$ cat config.mk
export PLATFORM = sky130hd
export DESIGN_NAME = match_eliminate
export DESIGN_NICKNAME = d
export VERILOG_FILES = /design/src/rtl/game_pkg.sv /design/src/rtl/line_match.sv /design/src/rtl/match_eliminate.sv
export SDC_FILE = /design/constraint.sdc
export NUM_CORES = 2
export LEC_CHECK = 0
export BUFFER_PORTS_ARGS = -buffer_cell sky130_fd_sc_hd__clkbuf_2
export CORE_UTILIZATION = 50
export CTS_CLUSTER_DIAMETER = 60
export DETAILED_ROUTE_END_ITERATION = 12
export PLACE_DENSITY = 0.78
export SLEW_MARGIN = 20
export SYNTH_ARGS = -nofsm -noshare
export SYNTH_HDL_FRONTEND = slang
export SYNTH_HIERARCHICAL = 1
export SYNTH_SLANG_ARGS = --single-unit
$ cat constraint.sdc
create_clock -name clk -period 40.5 [get_ports clk]
set_clock_uncertainty 0.2 [all_clocks]
set_input_delay 2.025 -clock clk [delete_from_list [all_inputs] [get_ports clk]]
set_output_delay 2.025 -clock clk [all_outputs]
set_load 0.03 [all_outputs]
$ cat src/rtl/game_pkg.sv
// ---------------------------------------------------------------------------
// game_pkg: definitions shared by the match-3 board-processing stages.
//   N          board side length (rows = columns)
//   CELL_W     bits per cell
//   BOARD_W    bits in a flattened board, cell (r,c) at (r*N+c)*CELL_W
//   SCORE_W    width of the saturating score accumulator
//   COUNT_W    width of a cleared-cell count (0..N*N)
//   CELL_EMPTY / CELL_BLOCK  the two cell codes that never form a match
//   state_t    scan sequencer states of match_eliminate
//   cell_idx() bit offset of cell (r,c) in a flattened board
// ---------------------------------------------------------------------------
package game_pkg;

    localparam int N       = 8;
    localparam int CELL_W  = 3;
    localparam int CELLS   = N * N;
    localparam int BOARD_W = CELLS * CELL_W;
    localparam int LINE_W  = N * CELL_W;
    localparam int SCORE_W = 16;
    localparam int COUNT_W = 7;

    localparam logic [CELL_W-1:0] CELL_EMPTY = 3'd0;
    localparam logic [CELL_W-1:0] CELL_BLOCK = 3'd7;

    typedef enum logic [2:0] {
        ST_IDLE,
        ST_ROW,
        ST_COL,
        ST_CLEAR,
        ST_DONE
    } state_t;

    function automatic int cell_idx(input int r, input int c);
        return (r * N + c) * CELL_W;
    endfunction

endpackage

$ cat src/rtl/line_match.sv
// ---------------------------------------------------------------------------
// line_match: purely combinational run detector for one line of N cells.
//   i_line   N cells packed LSB-first, cell k at i_line[k*CELL_W +: CELL_W]
//   o_marks  bit k set when cell k belongs to a run of >= 3 equal colours
// EMPTY and BLOCK cells never match. A run of length k marks all k cells
// because every 3-cell window inside it marks its own three cells.
// ---------------------------------------------------------------------------
module line_match
    import game_pkg::*;
(
    input  logic [LINE_W-1:0] i_line,
    output logic [N-1:0]      o_marks
);

    logic [CELL_W-1:0] w_a;
    logic [CELL_W-1:0] w_b;
    logic [CELL_W-1:0] w_c;

    // NOTE: every signal driven in always_comb gets a default first, so no
    // path leaves it unassigned and no latch is inferred.
    always_comb begin
        o_marks = '0;
        w_a     = '0;
        w_b     = '0;
        w_c     = '0;
        for (int i = 0; i <= N - 3; i++) begin
            w_a = i_line[i*CELL_W     +: CELL_W];
            w_b = i_line[(i+1)*CELL_W +: CELL_W];
            w_c = i_line[(i+2)*CELL_W +: CELL_W];
            if (w_a != CELL_EMPTY && w_a != CELL_BLOCK && w_a == w_b && w_b == w_c) begin
                o_marks[i +: 3] = 3'b111;
            end
        end
    end

endmodule

$ cat src/rtl/match_eliminate.sv
// ---------------------------------------------------------------------------
// match_eliminate: scans a settled board for horizontal/vertical runs of
// three or more identical colours and clears those cells to EMPTY.
//   clk, rst_n     clock (rising edge), asynchronous active-low reset
//   start          scan request, sampled only while idle
//   board          input board, latched when start is accepted
//   clr_score      synchronous clear of score (wins over a same-cycle add)
//   busy           high from the cycle after start is accepted until done
//   done           one-cycle pulse, results valid
//   new_board      board with matched cells zeroed, held until next scan
//   found          at least one cell cleared in the last scan
//   cleared_count  number of distinct cells cleared (0..64)
//   score          saturating running total of cleared cells
// One row per cycle (8), then one column per cycle (8), then CLEAR and DONE:
// 19 cycles per board. A single line_match serves both passes.
// ---------------------------------------------------------------------------
module match_eliminate
    import game_pkg::*;
(
    input  logic               clk,
    input  logic               rst_n,
    input  logic               start,
    input  logic [BOARD_W-1:0] board,
    input  logic               clr_score,
    output logic               busy,
    output logic               done,
    output logic [BOARD_W-1:0] new_board,
    output logic               found,
    output logic [COUNT_W-1:0] cleared_count,
    output logic [SCORE_W-1:0] score
);

    state_t             r_state;
    logic [2:0]         r_idx;
    logic [BOARD_W-1:0] r_work;
    logic [CELLS-1:0]   r_mask;

    logic [LINE_W-1:0]  w_line;
    logic [N-1:0]       w_marks;
    logic [CELLS-1:0]   w_mask_next;
    logic [BOARD_W-1:0] w_cleared;
    logic [COUNT_W-1:0] w_count;
    logic [SCORE_W:0]   w_sum;
    logic [SCORE_W-1:0] w_score_sat;

    // Row idx is a contiguous slice; column idx is gathered cell by cell.
    always_comb begin
        w_line = r_work[int'(r_idx)*LINE_W +: LINE_W];
        if (r_state == ST_COL) begin
            for (int r = 0; r < N; r++) begin
                w_line[r*CELL_W +: CELL_W] = r_work[cell_idx(r, int'(r_idx)) +: CELL_W];
            end
        end
    end

    line_match u_line_match (
        .i_line  (w_line),
        .o_marks (w_marks)
    );

    // Marks are OR-ed in, so cells shared by crossing runs count once.
    always_comb begin
        w_mask_next = r_mask;
        for (int k = 0; k < N; k++) begin
            if (r_state == ST_ROW) begin
                w_mask_next[int'(r_idx)*N + k] = r_mask[int'(r_idx)*N + k] | w_marks[k];
            end else if (r_state == ST_COL) begin
                w_mask_next[k*N + int'(r_idx)] = r_mask[k*N + int'(r_idx)] | w_marks[k];
            end
        end
    end

    always_comb begin
        w_cleared = r_work;
        w_count   = '0;
        for (int i = 0; i < CELLS; i++) begin
            if (r_mask[i]) begin
                w_cleared[i*CELL_W +: CELL_W] = CELL_EMPTY;
                w_count = w_count + COUNT_W'(1);
            end
        end
    end

    // One extra bit catches the carry; a carry means the score saturates.
    assign w_sum       = {1'b0, score} + {{(SCORE_W + 1 - COUNT_W){1'b0}}, w_count};
    assign w_score_sat = w_sum[SCORE_W] ? {SCORE_W{1'b1}} : w_sum[SCORE_W-1:0];

    // NOTE: sequential state is written only with non-blocking assignments so
    // every register samples the pre-edge values of the others.
    always_ff @(posedge clk or negedge rst_n) begin
        if (!rst_n) begin
            r_state       <= ST_IDLE;
            r_idx         <= '0;
            // NOTE: the working board is reset too; it is only a register
            // vector, not a RAM, so the reset costs nothing awkward.
            r_work        <= '0;
            r_mask        <= '0;
            busy          <= 1'b0;
            done          <= 1'b0;
            new_board     <= '0;
            found         <= 1'b0;
            cleared_count <= '0;
            score         <= '0;
        end else begin
            done <= 1'b0;

            if (clr_score) begin
                score <= '0;
            end else if (r_state == ST_CLEAR) begin
                score <= w_score_sat;
            end

            case (r_state)
                ST_IDLE: begin
                    if (start) begin
                        r_work  <= board;
                        r_mask  <= '0;
                        r_idx   <= '0;
                        busy    <= 1'b1;
                        r_state <= ST_ROW;
                    end
                end
                ST_ROW: begin
                    r_mask <= w_mask_next;
                    if (r_idx == 3'd7) begin
                        r_idx   <= '0;
                        r_state <= ST_COL;
                    end else begin
                        r_idx <= r_idx + 3'd1;
                    end
                end
                ST_COL: begin
                    r_mask <= w_mask_next;
                    if (r_idx == 3'd7) begin
                        r_idx   <= '0;
                        r_state <= ST_CLEAR;
                    end else begin
                        r_idx <= r_idx + 3'd1;
                    end
                end
                ST_CLEAR: begin
                    new_board     <= w_cleared;
                    cleared_count <= w_count;
                    found         <= |r_mask;
                    r_state       <= ST_DONE;
                end
                ST_DONE: begin
                    done    <= 1'b1;
                    busy    <= 1'b0;
                    r_state <= ST_IDLE;
                end
                default: begin
                    r_state <= ST_IDLE;
                end
            endcase
        end
    end

endmodule

# After elaboration in Yosys (flattened, before gate mapping)
# Cells that the tools add are included.
# totals
regBits,480
romBits,0
word_cells,485
out_inout_bits,218
mem_bits_rw,0
n_memories,0
latch_bits,0
# op_classes
multipliers,9
bitwise_logic,16
eq_ne,21
muxes,259
magnitude_cmp,32
add_sub_neg,79
n_reduce_logical,50
n_shift,9
div,0
# op_table
op,n
192-bit by 32-bit variable part select with 3-bit output,7
64-bit bitwise mux,16
64-bit two-way mux,16
7-bit by 1-bit adder with 7-bit output (second input constant),63
7-bit two-way mux,63
3-bit two-way mux,75
32-bit by 3-bit multiplier with 32-bit output (second input constant),7
192-bit by 6-bit variable part select with 3-bit output,1
192-bit by 9-bit variable part select with 24-bit output,1
64-bit one-hot mux with 2 select lines,1
1-bit binary-select mux with 6-bit select,14
1-bit demux with 6-bit select,14
7-bit by 1-bit >= comparator with 1-bit output (second input constant),11
7-bit < comparator (second input constant),11
64-bit OR reduction,1
1-bit two-way mux,49
16-bit two-way mux,3
1-bit logical AND,34
6-bit by 3-bit adder with 7-bit output (first input constant),4
6-bit by 3-bit adder with 7-bit output (second input constant),4
24-bit two-way mux,1
3-bit equality test,7
6-bit by 7-bit < comparator with 1-bit output (second input constant),3
6-bit by 1-bit >= comparator with 1-bit output (second input constant),3
other kinds (29),66

# Depth between registers and ports, before layout
# logic_depth
depth_word,131
ltp_mapped,197

# Cells and area by module
# The synthesis kept the hierarchy.
# by_module_without_submodules
module,cells_each,n_inst,area_each_um2,seq_area_each_um2
match_eliminate,4263,1,40194.8,12011.5
line_match,78,1,530.5,0.0

# Worst setup path before layout
# No wires, ideal clock.
# synth_timing
path_kind,register -> register
start,register r_mask[0]
end,register score[4]
setup_slack_ns,8.568
synth_period_minus_slack_ns,31.932
t_arrival_ns,31.586
path_stages_with_launch,190
path_cell_list,dfrtp_1 > inv_1 > ha_1 > buf_4 > xor2_1 > ha_1 > xor2_1 > mux2i_1 > xor2_1 > nand2_1 > o21ai_0 > ha_1 > a32o_1 > o21ai_0 > nand2_1 > o21ai_0 > ha_1 > nor2b_1 > [154 not listed] > mux2_2 > ha_1 > mux2i_1 > inv_1 > ha_1 > nand2_1 > o21ai_0 > fa_1 > a21o_1 > a21oi_1 > o21bai_1 > a21oi_1 > nor2b_1 > o21ai_0 > nor2_1 > nand4_1 > clkbuf_1 > a311oi_1
# synth_between
elab_chain_cells,131
# synth_lines
element,line,rtl
from (decl),match_eliminate.sv:36,logic [CELLS-1:0] r_mask;
from (signal assigned),match_eliminate.sv:124,r_mask <= w_mask_next;
from (signal assigned),match_eliminate.sv:133,r_mask <= w_mask_next;
1-bit two-way mux (*),match_eliminate.sv:77,if (r_mask[i]) begin
7-bit by 1-bit adder with 7-bit output,match_eliminate.sv:79,w_count = w_count + COUNT_W'(1);
7-bit two-way mux (*),match_eliminate.sv:77,
7-bit by 1-bit adder with 7-bit output,match_eliminate.sv:79,
7-bit two-way mux (*),match_eliminate.sv:77,
7-bit by 1-bit adder with 7-bit output,match_eliminate.sv:79,
7-bit two-way mux (*),match_eliminate.sv:77,
7-bit by 1-bit adder with 7-bit output,match_eliminate.sv:79,
[116 not listed],--,
7-bit two-way mux (*),match_eliminate.sv:77,
7-bit by 1-bit adder with 7-bit output,match_eliminate.sv:79,
7-bit two-way mux (*),match_eliminate.sv:77,
via w_count[1],match_eliminate.sv:42,logic [COUNT_W-1:0] w_count;
16-bit by 7-bit adder with 17-bit output (*),match_eliminate.sv:85,"assign w_sum = {1'b0, score} + {{(SCORE_W + 1 - COUNT_W){1'b0}}, w_count};"
16-bit two-way mux (*),match_eliminate.sv:86,assign w_score_sat = w_sum[SCORE_W] ? {SCORE_W{1'b1}} : w_sum[SCORE_W-1:0];
16-bit two-way mux (*),match_eliminate.sv:109,end else if (r_state == ST_CLEAR) begin
16-bit two-way mux (*),match_eliminate.sv:107,if (clr_score) begin
to (signal assigned),match_eliminate.sv:110,score <= w_score_sat;
to (decl),match_eliminate.sv:30,output logic [SCORE_W-1:0] score
# The timed path passes the listed nets; every way through them passes the cells marked *. The select of a mux whose other input is x is not followed.
# A chain may end at the register's enable or synchronous reset.

# Worst setup path after layout
# layout_timing
start,register r_mask[1]
end,register score[3]
# layout_between
elab_chain_cells,129
# layout_lines
element,line
7-bit two-way mux (*),match_eliminate.sv:77
7-bit by 1-bit adder with 7-bit output,match_eliminate.sv:79
7-bit two-way mux (*),match_eliminate.sv:77
7-bit by 1-bit adder with 7-bit output,match_eliminate.sv:79
7-bit two-way mux (*),match_eliminate.sv:77
7-bit by 1-bit adder with 7-bit output,match_eliminate.sv:79
7-bit two-way mux (*),match_eliminate.sv:77
7-bit by 1-bit adder with 7-bit output,match_eliminate.sv:79
[114 not listed],--
7-bit two-way mux (*),match_eliminate.sv:77
7-bit by 1-bit adder with 7-bit output,match_eliminate.sv:79
7-bit two-way mux (*),match_eliminate.sv:77
via w_count[1],match_eliminate.sv:42
16-bit by 7-bit adder with 17-bit output (*),match_eliminate.sv:85
16-bit two-way mux (*),match_eliminate.sv:86
16-bit two-way mux (*),match_eliminate.sv:109
16-bit two-way mux (*),match_eliminate.sv:107
# Marks and branches as above.

==> impl_metrics.ini <==
[run_status]
status = complete, no violations

[synthesis]
netlist_top_cells_area = dfrtp_1 29%, mux4_2 12%, nand2_1 6.7%
synth_fp_nets = 4623
synth_compound_area_share_pct = 12.4
synthArstFlopShare_pct = 100
synth-seq-cells = 480
synth.area.mux_share_pct = 21.5
synth_seq_area_share_pct = 29.5
synth_xor_area_share_pct = 11.9
synth.avg_cell_area_um2 = 9.38
yosys.area_share.adder_pct = 2.73
synth_flop_cell = dfrtp_1
yosys.area.top_type = dfrtp_1
synth_top_area_share_pct = 29.5
yosysUniqueCellTypes = 109
synth_top_family_by_area = multiplexers
ys.warnings.count = 6
syn_area_mm2 = 0.0407
yosys-top-cells-count = 728 x nand2_1, 480 x dfrtp_1, 334 x nor2_1
syn_inst = 4341
synth-edff-count = 0
yosysMostFrequentCell = nand2_1
synth_simple_gate_area_share_pct = 18.1

[drt]
antenna_left = 0
drtPass1Iterations = 7
drc = 0
drt_iter0_drc = 4165
wl_per_cell_um = 24.1
vias = 36213
vias_per_cell = 6.43
wl_um = 136000

[critical_path]
path_max_fanout = 12
crit_type = reg2reg
crit_path_end_kind = register
worst_path_most_repeated_cell = ha_1
r2r_slack_ps = 3500
cpLargestDelayFamily = compound AO/OA/AOI/OAI gates
worstPathArrival_ps = 37200
crit_buf_inv = 8
rr_worst_depth = 188
crit_path_max_incr_delay_ps = 520
crit_path_top_delay_cell = fa_1
startpoint_type = register
r2r_end = score[3]
r2r-start = r_mask[1]
critical_path_required_ps = 40700
crit_start = r_mask[1]

[timing]
hold_slack_ps = 266
max_slew_margin_pct = 28.9
final_hold_viol_count = 0
rsz0062_at_grt = no
post-route-period-util_pct = 91.4
worst_pin_slew_ps = 1060
finalCriticalPeriod_ps = 37000
max_freq_mhz = 27.0
setup_violations = 0
slew_violations = 0
tns_ps = 0

[hold_path]
worstHoldStart = new_board[178]
hold_path.class = reg2reg
whs_endpoint = new_board[178]
hold_path_depth = 2

[clocking]
htreeDepth = 2
worstSkewPairLatency_ps = 600
cts_resized = 0
cts_buffers = 46
holdBufCountCts = 0
root_buffer = clkbuf_16
cts_tree = built
clock_sinks = 480
clk_pin_slew_ps = 60
postCtsSetupBuffers = 0
clk_path_buf_depth = 3

[grt]
grt_usage_pct = 32.2
grt_max_degree = 161
grt_remaining_overflow = 0
first_global_vias = 34546
grt_antenna_before_repair = 3
grt_pass1_wl_um = 206000

[layout]
final_area_mm2 = 0.0448
synthToLayoutAreaGrowth_pct = 10.1
drive_gt1_share_pct = 23.7
nNetsFinal = 4808
fill_cells = 6926
multiInputGateArea_mm2 = 0.0271
final_util_pct = 55.7
regArea_mm2 = 0.0120

[floorplanning]
core_area_mm2 = 0.0805
floorplan.die_area_mm2 = 0.0826
die_y_um = 287
start_util_pct = 50.6
die_width_um = 287
io_pins = 414
rows = 104

[place]
place_hpwl_um = 101000
place_congestion = 1.01
placement.cell_area_mm2 = 0.0432
io_buffers = 413

[run]
drv_cap = 0
==> worst max path at each step <==
stage                     end  depth (start not counted)
floorplan            score[4]                        189
global placement     score[4]                        187
detailed placement  score[15]                        187
CTS                  score[3]                        184
global route        score[15]                        189
finish               score[3]                        188
==> cell families after synthesis <==
kind of cell | count (synthesis)
fa+ha+maj | 89
compound gates | 795
simple gates | 1569
buf+inv | 410
xor+xnor | 421
flops | 480
mux | 577
==> area by class of cell <==
cell class	instances	share of cell area, %
multi-input combinational	3451	60.5
inverter	96	0.815
sequential	480	26.8
tap	1060	2.96
timing repair buffer	451	5.33
clock buffer	61	2.92
antenna	8	0.0446
clock inverter	24	0.608
==> layer usage <==
metal  routed length, µm  vias up  part of all wire (%)  global-route usage (%)
li1                    -    16026                     -                       -
met1               51700    17728                    38                    41.2
met2               62300     1981                    46                    50.7
met3               13200      478                   9.8                    7.03
met4                8320        0                   6.1                    18.0
met5                   0        -                     0                       0
==> worst register-to-register path, delay by kind of cell, from the launching register on <==
family | cells | cell delay (ps)
simple gates | 38 | 4560
buf+inv | 8 | 830
fa+ha+maj | 34 | 10730
compound gates | 72 | 12870
flops | 1 | 430
xor+xnor | 22 | 4100
mux | 14 | 3020
==> state kept, by name (all words and copies together) (netlist names) <==
signal,count
busy,1
r_state,3
cleared_count,7
new_board,192
score,16
r_mask,64
done,1
r_work,192
r_idx,3
found,1
==> stage by stage <==
stage / setup WS, ps / cells
6_report: 3500 / 5631
5_1_grt: 530 / 5624
4_1_cts: 4150 / 5623
3_5_place_dp: 4340 / 5538
3_3_place_gp: 5630 / 5538
2_1_floorplan: 8570 / 4341
==> layout by cell type (no fill, tap or decap), types with 51 or more instances in the layout <==
cell type	count
ha_1	83
xnor2_1	224
a211oi_1	51
a21oi_1	184
nor2_1	332
xor2_1	113
mux2_2	228
nand3b_1	137
nand3_1	78
mux4_2	214
o21ai_0	228
dfrtp_1	478
inv_1	88
nand2_1	728
mux2i_1	135
clkbuf_2	412
Power is left out: the tool's default activity adds up to more than one toggle a clock period on the data nets, which glitch-free logic cannot reach.
